$ cat src/rtl/fp32_pkg.sv
// FP32 shared definitions.
// Contents: field widths of the IEEE-754 single-precision format, the zero
// word driven onto an idle adder port, a handful of exact small-integer
// FP32 constants, and the requester-ID width helper used by the arbiter.
package fp32_pkg;

  localparam int FP32_W = 32;
  localparam int EXP_W  = 8;
  localparam int FRAC_W = 23;

  localparam logic [FP32_W-1:0] FP32_ZERO    = 32'h0000_0000;
  localparam logic [FP32_W-1:0] FP32_ONE     = 32'h3F80_0000;
  localparam logic [FP32_W-1:0] FP32_TWO     = 32'h4000_0000;
  localparam logic [FP32_W-1:0] FP32_THREE   = 32'h4040_0000;
  localparam logic [FP32_W-1:0] FP32_FOUR    = 32'h4080_0000;
  localparam logic [FP32_W-1:0] FP32_FIVE    = 32'h40A0_0000;
  localparam logic [FP32_W-1:0] FP32_SIX     = 32'h40C0_0000;
  localparam logic [FP32_W-1:0] FP32_SEVEN   = 32'h40E0_0000;
  localparam logic [FP32_W-1:0] FP32_EIGHT   = 32'h4100_0000;
  localparam logic [FP32_W-1:0] FP32_ELEVEN  = 32'h4130_0000;
  localparam logic [FP32_W-1:0] FP32_FIFTEEN = 32'h4170_0000;

  // Requester-ID width, never narrower than one bit.
  function automatic int id_width(input int n);
    return (n > 2) ? $clog2(n) : 1;
  endfunction

endpackage

$ cat src/rtl/fp32_add_rr_arbiter_rr_pick.sv
// rr_pick: combinational round-robin priority picker.
// Ports:
//   valid     in  NUM_REQ  request vector
//   rr_ptr    in  ID_W     index holding highest priority this cycle
//   grant_any out 1        at least one request is valid
//   grant_id  out ID_W     first valid index at or after rr_ptr, modulo NUM_REQ
module rr_pick #(
  parameter int NUM_REQ = 4,
  parameter int ID_W    = 2
) (
  input  logic [NUM_REQ-1:0] valid,
  input  logic [ID_W-1:0]    rr_ptr,
  output logic               grant_any,
  output logic [ID_W-1:0]    grant_id
);

  int              idx;
  logic [ID_W-1:0] idx_id;

  // Walk from the farthest position back to rr_ptr so the nearest valid
  // request is the last one written and therefore wins, without a break.
  always_comb begin
    grant_any = 1'b0;
    grant_id  = '0;
    idx       = 0;
    idx_id    = '0;
    for (int k = NUM_REQ - 1; k >= 0; k--) begin
      idx = int'(rr_ptr) + k;
      if (idx >= NUM_REQ) idx = idx - NUM_REQ;
      idx_id = ID_W'(idx);
      if (valid[idx_id]) begin
        grant_any = 1'b1;
        grant_id  = idx_id;
      end
    end
  end

endmodule

$ cat src/rtl/fp32_add_rr_arbiter.sv
// fp32_add_rr_arbiter: shares one external combinational FP32 adder among
// NUM_REQ requesters. One request is granted per cycle in round-robin order,
// its operands drive the adder, and the sum is captured with the winner's ID
// into a one-entry response slot that can drain and refill in the same cycle.
// Ports:
//   clk, rst             clock, synchronous active-high reset
//   req_valid/req_ready  per-requester handshake (ready is one-hot or zero)
//   req_a/req_b          packed operands, requester i at [32*i +: 32]
//   add_a/add_b/add_o    shared adder operands and its combinational result
//   rsp_valid/rsp_ready  response slot handshake
//   rsp_data/rsp_id      registered sum and the requester that produced it
//   op_count             accepted-operation counter, wraps to zero
module fp32_add_rr_arbiter
  import fp32_pkg::*;
#(
  parameter  int NUM_REQ = 4,
  parameter  int CNT_W   = 16,
  localparam int ID_W    = id_width(NUM_REQ)
) (
  input  logic                      clk,
  input  logic                      rst,
  input  logic [NUM_REQ-1:0]        req_valid,
  output logic [NUM_REQ-1:0]        req_ready,
  input  logic [FP32_W*NUM_REQ-1:0] req_a,
  input  logic [FP32_W*NUM_REQ-1:0] req_b,
  output logic [FP32_W-1:0]         add_a,
  output logic [FP32_W-1:0]         add_b,
  input  logic [FP32_W-1:0]         add_o,
  output logic                      rsp_valid,
  input  logic                      rsp_ready,
  output logic [FP32_W-1:0]         rsp_data,
  output logic [ID_W-1:0]           rsp_id,
  output logic [CNT_W-1:0]          op_count
);

  logic [ID_W-1:0]   rr_ptr;
  logic              grant_any;
  logic [ID_W-1:0]   grant_id;
  logic              can_accept;
  logic              accept;
  logic [ID_W-1:0]   ptr_next;

  logic              vld_p1;
  logic [FP32_W-1:0] data_p1;
  logic [ID_W-1:0]   id_p1;
  logic [CNT_W-1:0]  cnt_p1;

  // Stage 0: arbitration and operand steering (combinational)
  rr_pick #(
    .NUM_REQ (NUM_REQ),
    .ID_W    (ID_W)
  ) u_pick (
    .valid     (req_valid),
    .rr_ptr    (rr_ptr),
    .grant_any (grant_any),
    .grant_id  (grant_id)
  );

  assign can_accept = ~vld_p1 | rsp_ready;
  assign accept     = grant_any & can_accept & ~rst;
  assign ptr_next   = (grant_id == ID_W'(NUM_REQ - 1)) ? '0 : grant_id + 1'b1;

  always_comb begin
    req_ready = '0;
    if (accept) req_ready[grant_id] = 1'b1;
  end

  // Operands follow the grant even while the slot is blocked; the adder
  // output is simply ignored until the slot can take it.
  assign add_a = grant_any ? req_a[int'(grant_id)*FP32_W +: FP32_W] : FP32_ZERO;
  assign add_b = grant_any ? req_b[int'(grant_id)*FP32_W +: FP32_W] : FP32_ZERO;

  // Stage 1: response slot, round-robin pointer, operation counter
  always_ff @(posedge clk) begin
    if (rst) begin
      vld_p1  <= 1'b0;
      data_p1 <= '0;
      id_p1   <= '0;
      cnt_p1  <= '0;
      rr_ptr  <= '0;
    end else if (accept) begin
      vld_p1  <= 1'b1;
      data_p1 <= add_o;
      id_p1   <= grant_id;
      cnt_p1  <= cnt_p1 + 1'b1;
      rr_ptr  <= ptr_next;
    end else if (rsp_ready) begin
      vld_p1  <= 1'b0;
    end
  end

  assign rsp_valid = vld_p1;
  assign rsp_data  = data_p1;
  assign rsp_id    = id_p1;
  assign op_count  = cnt_p1;

endmodule

$ cat config.mk
export PLATFORM = sky130hd
export DESIGN_NAME = fp32_add_rr_arbiter
export DESIGN_NICKNAME = d
export VERILOG_FILES = /design/src/rtl/fp32_pkg.sv /design/src/rtl/fp32_add_rr_arbiter_rr_pick.sv /design/src/rtl/fp32_add_rr_arbiter.sv
export SDC_FILE = /design/constraint.sdc
export NUM_CORES = 1
export LEC_CHECK = 0
export BUFFER_PORTS_ARGS = -buffer_cell sky130_fd_sc_hd__buf_2
export CORE_AREA = 4 4 161 163
export DETAILED_ROUTE_END_ITERATION = 8
export DIE_AREA = 0 0 165 167
export GPL_ROUTABILITY_DRIVEN = 0
export PLACE_DENSITY = 0.55
export SKIP_CTS_REPAIR_TIMING = 1
export SYNTH_ARGS = -nofsm -noshare
export SYNTH_HDL_FRONTEND = slang
export SYNTH_HIERARCHICAL = 1
export SYNTH_SLANG_ARGS = --single-unit
$ cat constraint.sdc
create_clock -name clk -period 2.7 [get_ports clk]
set_clock_uncertainty 0.2 [all_clocks]
set_input_delay 0.54 -clock clk [delete_from_list [all_inputs] [get_ports clk]]
set_output_delay 0.54 -clock clk [all_outputs]
set_load 0.03 [all_outputs]
==> After elaboration in Yosys (flattened, before gate mapping) <==
Index checks and enable logic that the tools add are counted.
{ "totals": {"regBits": 53, "inputBits": 295, "output_inout_bits": 119, "wordCells": 62} }
{ "op_classes": {"addsub": 9, "n_lt_le_gt_ge": 10, "eq_ne": 1, "shift": 2, "mux": 28, "bitwise_logic": 5, "n_reduce_logical": 2} }
{ "ops": {"columns": ["cell", "count"], "rows": [
  ["128-bit by 8-bit indexed part select with 32-bit output", 2],
  ["32-bit two-way mux", 2],
  ["2-bit two-way mux", 9],
  ["16-bit by 1-bit adder with 16-bit output, second input constant", 1],
  ["2-bit by 3-bit < comparator with 1-bit output, second input constant", 5],
  ["1-bit two-way mux", 11],
  ["3-bit >= comparator, second input constant", 3],
  ["1-bit binary-select mux with 2-bit select", 4],
  ["2-bit by 1-bit subtractor with 2-bit output, second input constant", 4],
  ["2-bit by 2-bit adder with 3-bit output, second input constant", 2],
  ["4-bit two-way mux", 1],
  ["2-bit by 1-bit adder with 3-bit output, second input constant", 1],
  ["2-bit by 3-bit >= comparator with 1-bit output, second input constant", 1],
  ["2-bit by 1-bit adder with 2-bit output, second input constant", 1],
  ["1-bit AND", 2],
  ["1-bit demux with 2-bit select", 1],
  ["2-bit equality test, second input constant", 1],
  ["2-bit by 1-bit >= comparator with 1-bit output, second input constant", 1],
  ["1-bit NOT", 2],
  ["2-bit nonzero test", 1],
  ["1-bit logical AND", 1],
  ["1-bit bitwise OR", 1]
]} }

==> Depth between registers and ports, before layout <==
Gate-level depths: netlist of run 1.
{ "logic_depth": {"word_depth": 14, "depth_mapped": 9, "ltp_nobuf": 7} }

==> Cells and area by module <==
The synthesis of run 1 kept the hierarchy.
{ "by_module_without_submodules": {"columns": ["module", "instances", "cells_each", "area_each_um2", "seq_area_each_um2"], "rows": [
  ["fp32_add_rr_arbiter", 1, 412, 4067.7, 1061.0],
  ["rr_pick", 1, 13, 77.6, 0.0]
]} }

==> Worst setup path before layout of run 1 <==
No wires, ideal clock.
{ "synth_timing": {"path_kind": "in2out", "startpoint": "input port req_valid[3]", "endpoint": "output port add_a[25]", "t_arrival_ns": 2.311, "required_time_ns": 1.960, "path_slack_ns": -0.351, "stages": 7, "n_path_buf": 3, "cell_sequence": "mux2i_1 a211oi_2 clkbuf_1 buf_2 buf_4 mux4_2 and2_1"} }
{ "synth_via": {"elab_chain_len": 8, "word_cells_on_any_way": 18, "cone_classes": "shift: 1; mux: 17"} }
{ "synth_rtl": {"columns": ["item", "line", "rtl"], "rows": [
  ["start: declaration", "fp32_add_rr_arbiter.sv:22", "input logic [NUM_REQ-1:0] req_valid,"],
  ["1-bit binary-select mux with 2-bit select", "fp32_add_rr_arbiter_rr_pick.sv:31", "if (valid[idx_id]) begin"],
  ["1-bit two-way mux (implied by the code)", "fp32_add_rr_arbiter_rr_pick.sv:31", null],
  ["2-bit two-way mux (3 in series)", "fp32_add_rr_arbiter_rr_pick.sv:31", null],
  ["2-bit two-way mux (*)", "fp32_add_rr_arbiter_rr_pick.sv:31", null],
  ["via grant_id[0]", "fp32_add_rr_arbiter.sv:38", "logic [ID_W-1:0] grant_id;"],
  ["128-bit by 8-bit indexed part select with 32-bit output (*)", "fp32_add_rr_arbiter.sv:70", "assign add_a = grant_any ? req_a[int'(grant_id)*FP32_W +: FP32_W] : FP32_ZERO;"],
  ["32-bit two-way mux (*)", "fp32_add_rr_arbiter.sv:70", null],
  ["end: declaration", "fp32_add_rr_arbiter.sv:26", "output logic [FP32_W-1:0] add_a,"]
]} }
Mark *: on every way through the listed nets, which the timed path passes. The rest lies on a longest branch. The select of a mux whose other input is x is not followed.

==> Worst setup path after layout of run 1 <==
{ "layout_timing": {"startpoint": "register rr_ptr[1]", "endpoint": "output port add_b[8]"} }
{ "layout_via": {"elab_chain_len": 11, "word_cells_on_any_way": 33, "cone_classes": "add/sub: 7; order compare: 4; shift: 1; mux: 21"} }
{ "layout_rtl": {"columns": ["item", "line", "rtl"], "rows": [
  ["start: declaration", "fp32_add_rr_arbiter.sv:36", "logic [ID_W-1:0] rr_ptr;"],
  ["start signal: assignment", "fp32_add_rr_arbiter.sv:86", "rr_ptr <= ptr_next;"],
  ["2-bit by 2-bit adder with 3-bit output", "fp32_add_rr_arbiter_rr_pick.sv:28", "idx = int'(rr_ptr) + k;"],
  ["3-bit >= comparator or 2-bit by 1-bit subtractor with 2-bit output (tied branches)", "fp32_add_rr_arbiter_rr_pick.sv:29", "if (idx >= NUM_REQ) idx = idx - NUM_REQ;"],
  ["2-bit two-way mux", "fp32_add_rr_arbiter_rr_pick.sv:29", null],
  ["1-bit binary-select mux with 2-bit select", "fp32_add_rr_arbiter_rr_pick.sv:31", null],
  ["1-bit two-way mux (implied by the code)", "fp32_add_rr_arbiter_rr_pick.sv:31", null],
  ["2-bit two-way mux (3 in series)", "fp32_add_rr_arbiter_rr_pick.sv:31", null],
  ["2-bit two-way mux (*)", "fp32_add_rr_arbiter_rr_pick.sv:31", null],
  ["via grant_id[0]", "fp32_add_rr_arbiter.sv:38", null],
  ["128-bit by 8-bit indexed part select with 32-bit output (*)", "fp32_add_rr_arbiter.sv:71", "assign add_b = grant_any ? req_b[int'(grant_id)*FP32_W +: FP32_W] : FP32_ZERO;"],
  ["32-bit two-way mux (*)", "fp32_add_rr_arbiter.sv:71", null],
  ["end: declaration", "fp32_add_rr_arbiter.sv:27", "output logic [FP32_W-1:0] add_b,"]
]} }
Marked as above.

==> summary.txt, run 1 <==
Floorplanning
  • DIE AREA: around 28000 sq um
  • Num rows: 57
  • Initial core utilization: 0.170
  • Die Span Y: 167 microns
  • Core area: around 24000 sq um
  • # IOs: roughly 410
  • Die width: roughly 170 microns

Placed design
  • Port Buffers: slightly above 400
  • Placed Cells: between 1000 and 1500
  • DP Area: roughly 7000 sq um
  • HPWL after DPL: roughly 18000 microns

Power
  • Gate power share: 0.633
  • Net Sw Power: roughly 0.0016 W
  • Clock group share of total power: 0.160
  • Sw Ratio: 0.382
  • Overall Power: between 0.004 and 0.005 W
  • PwrDens: between 500 and 600 nW/um^2
  • Worst vdd ir: 0.402 mV
  • Seq pwr share: 0.207
  • Internal: roughly 0.0026 W
  • LEAKAGE: 3.75 nW

Timing
  • Hold Vio Cnt, Final: 0
  • Tmin final: 3150 ps
  • Relative slew margins: 0.607
  • Final worst setup slack: -449 ps
  • Final Max Slew Viols: 0
  • Setup Viol. Count Final: between 60 and 70
  • Setup TNS: -24830 ps
  • Fin crit share: 1.17
  • Pin slew with the least headroom to its limit: slightly below 600 ps
  • Fmax: about 320 MHz
  • RSZ-0062 raised after global routing: true

Clock tree
  • CTS tree: done
  • Clock Pin Slew Worst Setup and Hold Paths: about 70 ps
  • Clk Tree Root Cell: clkbuf_16
  • # H-tree levels: 2
  • Num CTS Buffers: 5
  • Clock Path Buffers: 2
  • Clock sinks: between 50 and 60
  • Clk_lat worst skew: about 290 ps

Cells and area
  • Filler cells: 2585
  • Area Overhead vs Synth: 88.1%
  • Most frequent cells in the layout: buf_2, nand2_1, mux4_2
  • Final Cell Area: 7800 sq um
  • Area taken by multi-input logic gates: 3090 sq um
  • Fin nets: about 1200
  • Fin cells: approximately 1200
  • Commonest non-fill, non-tap cell in the layout: buf_2
  • Register area: between 1000 and 1500 sq um
  • Share of cells above drive strength 1: 0.706

Worst setup path
  • Arrival time at the worst endpoint: approximately 2400 ps
  • CP Cell Sequence: mux2i_2, a211oi_4, buf_6, clkbuf_16, buf_8, mux4_2, and2_4, buf_2
  • Max FO, Critical Path: 5
  • Worst path max stage delay: 530 ps
  • Crit Path Class: reg2out
  • CP Capture Type: output port
  • Crit start category: flip-flop
  • Critical Path RT: 1960 ps
  • Critical path's slowest cell: mux4_2

Yosys
  • Top FF cell, synth: dfxtp_1
  • Post-Syn Area per Cell: about 10 sq um
  • Ys Warns: 6
  • Synthesized area: 4150 sq um
  • Library cells used by synthesis: 34
  • Syn_nets: slightly above 700
  • Post-synth EDFFs: 0
  • Sequential area share after synthesis: 0.256
  • Flops & latches, synth: between 50 and 60
  • Syn Inst Count: ~430
  • Post-synth ARST share: 0

Detailed routing
  • DRT antenna net count: 0
  • First-pass DRT Iterations: 4
  • Routed vias/inst: 4.29
  • DR vias: about 5000
  • DRC violations left: 0
  • DR iter-0 viols: around 160
  • Post-Route WL: roughly 22000 microns
  • Routed len/inst: roughly 19 microns

Status
  • Failing checks: setup timing
  • Outcome: finished with violations

Global route
  • Vias in the first global route: between 5000 and 6000
  • Final global-route overflow total: 0
  • Largest net degree at the start of global routing: 55
  • Tot GR Track Use: 0.140
  • Initial antenna violation count: 4
  • First-pass GRT wire length: between 20000 and 30000 microns

Flow run
  • MaxCap Viol Count: 0

Worst hold path
  • HP Class: reg2reg
[power groups by stage]
stage          combinational, W  sequential (W)  clock (W)
3_3_place_gp            0.00220        0.000874          0
6_report                0.00263        0.000861   0.000664
2_1_floorplan           0.00137        0.000956          0
3_5_place_dp            0.00222        0.000876          0
4_1_cts                 0.00222        0.000858   0.000688
5_1_grt                 0.00280        0.000867   0.000716
[stage by stage]
| step | util | hold WS, ps | worst slack [ps] |
|---|---|---|---|
| finish | 0.321 | 253 | -449 |
| global route | 0.321 | 268 | -518 |
| CTS | 0.293 | 253 | -534 |
| floorplan | - | 276 | -83.7 |
| global placement | 0.286 | 238 | -394 |
| detailed placement | 0.286 | 243 | -406 |
[Yosys cell counts (5+ instances only)]
cell      count  area (sq um)
or3_1         6          37.5
dfxtp_1      53          1060
nand2_1      79           297
nor2_1       16          60.1
ha_1          5          62.6
nand2b_1      6          37.5
clkbuf_1     23          86.3
nand3_1       7          35.0
buf_2         6          30.0
a21oi_1      44           220
xnor2_1       5          43.8
and2_1       69           432
mux4_2       64          1440
o21ai_0       5          25.0
[cells by family (layout without fill, tap and decap cells)]
kind of cell / Yosys count / in the layout / synth area share
xor gates and xnor gates: 7 / 7 / 0.0148
other: 0 / 2 / 0
DFF: 53 / 53 / 0.256
and+or+nand+nor: 201 / 201 / 0.249
buffers and inverters: 40 / 483 / 0.0444
adders and majority gates: 5 / 5 / 0.0151
muxes: 67 / 67 / 0.355
AOI/OAI and AO/OA: 52 / 52 / 0.0661
[routing by layer]
| layer | GRT usage | vias up | wire length (microns) |
|---|---|---|---|
| met4 | 0.0438 | 2 | 481 |
| met2 | 0.267 | 252 | 12000 |
| li1 | - | 2419 | - |
| met1 | 0.143 | 2415 | 7770 |
| met3 | 0.0435 | 36 | 1960 |
| met5 | 0 | - | 19 |
[final timing paths]
kind	slack, ps	start	cells after the start	end
worst max-delay path	-450	rr_ptr[1]	8	add_b[8]
worst min-delay path	250	rsp_data[16]	2	rsp_data[16]
worst max register to register	410	rr_ptr[0]	11	rr_ptr[0]
worst min register to register	250	rsp_data[16]	2	rsp_data[16]
[layout make-up]
class / instances / area share
multi-input cells: 332 / 0.396
repair buffers: 473 / 0.394
flip-flops and latches: 53 / 0.137
well taps: 324 / 0.0520
clock buffers: 6 / 0.0178
clock inverters: 2 / 0.00177
inverters: 2 / 0.000963
diodes: 2 / 0.000642
[registers in the layout, indices dropped and copies added (netlist names)]
signal     flops
rsp_data      32
op_count      16
rr_ptr         2
rsp_id         2
rsp_valid      1
[critical path: cells and delay by family, from the launching register on]
kind            cells  cell delay, ps
compound gates      1             250
simple gates        1             180
buf+inv             4             630
flops               1             370
mux                 2             690
(Power assumes the default switching activity.)
==> inputs of run 2 (changes only) <==
- CORE_AREA: 4 4 161 163 -> 4 4 159 161
- DIE_AREA: 0 0 165 167 -> 0 0 163 165
- PLACE_DENSITY: 0.55 -> 0.54
- clock period: 2.7 -> 3.95 ns (I/O delays scaled with it)
==> run 2 against run 1 <==
  * Highest routed layer unchanged
  * First-iteration DRC count up 50%
  * Register-to-register slack better by 1400 ps
  * Final cell count down 3.9%
  * Routed wire length down 0.28%
  * Non-clock buffer count down 52
  * Die area down 2.4%
  * Largest power group unchanged
  * The run now ends clean
  * Largest cell class unchanged
==> summary.txt, run 2 (synthesized netlist as in run 1, its figures left out) <==
Floorplanning
  • # IOs: just over 400
  • Initial core utilization: 0.173
  • Core area: 24000 sq um
  • DIE AREA: between 20000 and 30000 sq um
  • Die width: roughly 160 microns
  • Die Span Y: 165 microns
  • Num rows: between 50 and 60

Clock tree
  • CTS tree: done
  • Num CTS Buffers: 5
  • Clk_lat worst skew: a little under 300 ps
  • Clock Path Buffers: 2
  • Clk Tree Root Cell: clkbuf_16
  • # H-tree levels: 2
  • Clock Pin Slew Worst Setup and Hold Paths: 70 ps
  • Clock sinks: 53

Timing
  • Final worst setup slack: 274 ps
  • Hold Vio Cnt, Final: 0
  • Fmax: between 200 and 300 MHz
  • Final Max Slew Viols: 0
  • Tmin final: 3680 ps
  • Setup TNS: 0 ps
  • Fin crit share: 0.931
  • Pin slew with the least headroom to its limit: a little over 600 ps
  • Setup Viol. Count Final: 0
  • Relative slew margins: 0.596
  • RSZ-0062 raised after global routing: false

Worst setup path
  • Crit Path Class: in2out
  • Critical Path RT: ~3000 ps
  • Worst path max stage delay: between 500 and 600 ps
  • Critical path's slowest cell: mux4_2
  • CP most frequent cell: buf_2
  • R2R Path Start: rr_ptr[1]
  • Crit start category: input pin
  • Buf/Inv on CP: 3
  • Worst r2r path cells: 7
  • Arrival time at the worst endpoint: around 2700 ps
  • R2R Setup Slk: between 1500 and 2000 ps
  • Max FO, Critical Path: 36
  • Crit path depth: 7
  • CP Capture Type: output port
  • Worst r2r dst: rr_ptr[1]
  • Crit path from: req_valid[3]
  • Crit path max-delay family: multiplexers
  • CP Cell Sequence: buf_2, mux2i_1, a211oi_4, buf_12, mux4_2, and2_1, buf_2

Cells and area
  • Most frequent cells in the layout: buf_2, nand2_1, and2_1
  • Max reg flops: 32
  • Share of cells above drive strength 1: 0.614
  • Fin nets: about 1100
  • Area Overhead vs Synth: 62.4%
  • Util after Layout: 0.281
  • Commonest non-fill, non-tap cell in the layout: buf_2

Global route
  • Largest net degree at the start of global routing: 69
  • Vias in the first global route: about 4800
  • Final global-route overflow total: 0
  • Initial antenna violation count: 12
  • Tot GR Track Use: 0.152
  • First-pass GRT wire length: roughly 30000 microns

Flow run
  • MaxCap Viol Count: 0

Placed design
  • HPWL after DPL: roughly 19000 microns
  • Port Buffers: ~410
  • Pre-CTS WS: around 240 ps

Worst hold path
  • HP Class: reg2reg
  • Hold_sp: rsp_data[30]
  • Hold path endpoint: rsp_data[30]
  • Worst hold path depth: 2

Detailed routing
  • Post-Route WL: roughly 22000 microns
  • DR vias: 4970
  • First-pass DRT Iterations: 4
  • Routed len/inst: between 15 and 20 microns
  • DR iter-0 viols: between 200 and 250
  • DRC violations left: 0
  • Routed vias/inst: approximately 4.3
  • DRT antenna net count: 0

Power
  • LEAKAGE: around 3.2 nW
  • Worst vdd ir: roughly 0.28 mV
  • PwrDens: ~350 nW/um^2
  • Overall Power: ~0.0024 W

Status
  • Outcome: complete, no violations
run 2: cell type report:
| cell class | count | area, sq um |
|---|---|---|
| Inverter | 2 | 7.51 |
| Antenna cell | 7 | 17.5 |
| Fill cell | 2620 | 17200 |
| Clock inverter | 2 | 17.5 |
| Sequential cell | 53 | 1060 |
| Tap cell | 324 | 405 |
| Multi-Input combinational cell | 332 | 2920 |
| Timing Repair Buffer | 421 | 2160 |
| Clock buffer | 6 | 139 |
run 2: where the power goes:
part / internal (W) / switching, W
sequential: 0.000566 / 0.0000207
clock: 0.000256 / 0.000208
combinational: 0.000570 / 0.000759
run 2: how the worst max path moves through the flow:
stage	end	slack (ps)
2_1_floorplan	add_a[25]	400
3_3_place_gp	add_b[1]	280
3_5_place_dp	add_b[1]	240
4_1_cts	add_b[1]	240
5_1_grt	add_b[1]	170
6_report	add_b[1]	270
run 2: worst min-delay path, delay by kind of cell, from the launching register on:
kind            cells  cell delay (ps)
simple gates        1               50
flops               1              310
compound gates      1               50
run 2: metrics by stage:
step | hold slack [ps] | instances | area (sq um)
global placement | 238 | 1132 | 6560
CTS | 254 | 1140 | 6710
detailed placement | 244 | 1132 | 6560
global route | 266 | 1147 | 6730
finish | 250 | 1147 | 6730
floorplan | 266 | 425 | 4150
run 2: layer usage:
layer  GRT usage  routed length, microns  share of wire
met1       0.182                    8610           0.39
met2       0.256                   10700           0.48
met3      0.0641                    2610           0.12
met4      0.0347                     187         0.0084
met5           0                      45         0.0020
==> inputs of run 3 (changes only) <==
--- a/config.mk
+++ b/config.mk
@@ -7,4 +7,5 @@
 export LEC_CHECK = 0
 export BUFFER_PORTS_ARGS = -buffer_cell sky130_fd_sc_hd__buf_2
+export CAP_MARGIN = 20
 export CORE_AREA = 4 4 159 161
 export DETAILED_ROUTE_END_ITERATION = 8
@@ -12,4 +13,5 @@
 export GPL_ROUTABILITY_DRIVEN = 0
 export PLACE_DENSITY = 0.54
+export RECOVER_POWER = 25
 export SKIP_CTS_REPAIR_TIMING = 1
 export SYNTH_ARGS = -nofsm -noshare
==> constraint.sdc (replaced) <==
create_clock -name clk -period 3.95 [get_ports clk]
set_clock_uncertainty 0.2 [all_clocks]
set_input_delay 0 -clock clk [delete_from_list [all_inputs] [get_ports clk]]
set_output_delay 0 -clock clk [all_outputs]
set_load 0.03 [all_outputs]
==> run 3 against run 2 <==
  * Sequential power about the same
  * Sequential share of layout area decreased by 0.61 points
  * Setup slack improved by 750 ps
  * Cell area increased by 4.0%
  * Highest routed layer unchanged
==> summary.txt, run 3 (synthesized netlist as in run 1, its figures left out) <==
Cells and area
  • Util after Layout: 0.292
  • Area taken by multi-input logic gates: between 2000 and 3000 sq um
  • Final Cell Area: 7000 sq um
  • Commonest non-fill, non-tap cell in the layout: buf_2
  • Area Overhead vs Synth: 68.9%
  • Most frequent cells in the layout: buf_2, nand2_1, and2_1
  • Max reg flops: 32
  • Register area: around 1100 sq um
  • Filler cells: approximately 2600
  • Fin nets: roughly 1100
  • Share of cells above drive strength 1: 0.539

Global route
  • Initial antenna violation count: 13
  • Tot GR Track Use: 0.152
  • Vias in the first global route: 4841
  • Largest net degree at the start of global routing: 55
  • Final global-route overflow total: 0
  • First-pass GRT wire length: 30600 microns

Detailed routing
  • Post-Route WL: 22600 microns
  • Routed len/inst: between 15 and 20 microns
  • DR iter-0 viols: between 200 and 300
  • DRC violations left: 0
  • Routed vias/inst: between 4 and 5
  • DR vias: ~5100
  • First-pass DRT Iterations: 4
  • DRT antenna net count: 0

Clock tree
  • Clk Tree Root Cell: clkbuf_16
  • CTS tree: done
  • Num CTS Buffers: 5
  • # H-tree levels: 2
  • Clock sinks: 53
  • Clk_lat worst skew: 290 ps
  • Clock Path Buffers: 2
  • Clock Pin Slew Worst Setup and Hold Paths: 70 ps

Timing
  • Fin crit share: 0.740
  • Hold Slack: roughly 68 ps
  • Relative slew margins: 0.477
  • Pin slew with the least headroom to its limit: between 700 and 800 ps
  • RSZ-0062 raised after global routing: false
  • Setup Viol. Count Final: 0
  • Final Max Slew Viols: 0
  • Hold Vio Cnt, Final: 0
  • Setup TNS: 0 ps
  • Tmin final: ~3000 ps
  • Fmax: 342 MHz

Status
  • Outcome: complete, no violations

Power
  • PwrDens: approximately 350 nW/um^2
  • Internal: 0.00145 W
  • Worst vdd ir: between 0.2 and 0.3 mV
  • Gate power share: 0.550
  • Overall Power: between 0.002 and 0.0025 W
  • Seq pwr share: 0.239
  • Net Sw Power: about 0.0010 W
  • LEAKAGE: approximately 3.2 nW
  • Sw Ratio: 0.409
  • Clock group share of total power: 0.211

Worst setup path
  • Critical Path RT: approximately 3800 ps
  • Crit start category: flip-flop
  • Max FO, Critical Path: between 40 and 50
  • Arrival time at the worst endpoint: 2720 ps
  • Crit Path Class: reg2out
  • CP Capture Type: output port

Floorplanning
  • Die width: approximately 160 microns
  • Initial core utilization: 0.173
  • DIE AREA: roughly 27000 sq um
  • Num rows: between 50 and 60
  • Die Span Y: approximately 170 microns
  • Core area: 24000 sq um
  • # IOs: between 400 and 500

Placed design
  • Port Buffers: around 410
  • HPWL after DPL: about 19000 microns
  • DP Area: approximately 6500 sq um

Flow run
  • MaxCap Viol Count: 0

Worst hold path
  • HP Class: in2reg
-- run 3: path summary, 6_finish.rpt --
path / end / startpoint / slack, ps / depth (start not counted)
max: add_a[20] / rr_ptr[0] / 1030 / 7
min: op_count[6] / rst / 70 / 5
max reg2reg: rr_ptr[1] / rr_ptr[0] / 1430 / 8
min reg2reg: rsp_data[6] / rsp_data[6] / 260 / 2
-- run 3: metal layers --
layer | share of wire | vias up | GRT usage | wire (microns)
li1 | - | 2383 | - | -
met4 | 0.016 | 10 | 0.0355 | 352
met2 | 0.50 | 269 | 0.256 | 11200
met3 | 0.12 | 31 | 0.0564 | 2690
met1 | 0.37 | 2454 | 0.185 | 8310
met5 | 0.0027 | - | 0 | 61
-- run 3: layout make-up --
class	instances	share of cell area
multi-input cells	332	0.417
repair buffers	453	0.346
flip-flops and latches	53	0.152
well taps	324	0.0579
clock buffers	5	0.0179
clock inverters	3	0.00679
diodes	6	0.00214
inverters	2	0.00107
-- run 3: power groups by stage --
stage	Sequential (W)	Combinational, W	Clock [W]
4_1_cts	0.000587	0.00135	0.000539
2_1_floorplan	0.000652	0.000838	0
3_5_place_dp	0.000599	0.00134	0
6_report	0.000587	0.00135	0.000517
3_3_place_gp	0.000597	0.00134	0
5_1_grt	0.000592	0.00144	0.000555
-- run 3: per-stage QoR --
step                      cells  setup WS (ps)
after floorplan             425           1550
after global placement     1131           1330
after detailed placement   1131           1330
after CTS                  1139            999
after global routing       1177            892
final                      1178           1030
-- run 3: critical path: stages (launching register included) --
cell,delay (ps)
dfxtp_1,380
nor3b_1,220
a211oi_1,110
nor2_4,620
buf_12,340
mux4_2,380
and2_1,180
buf_2,170
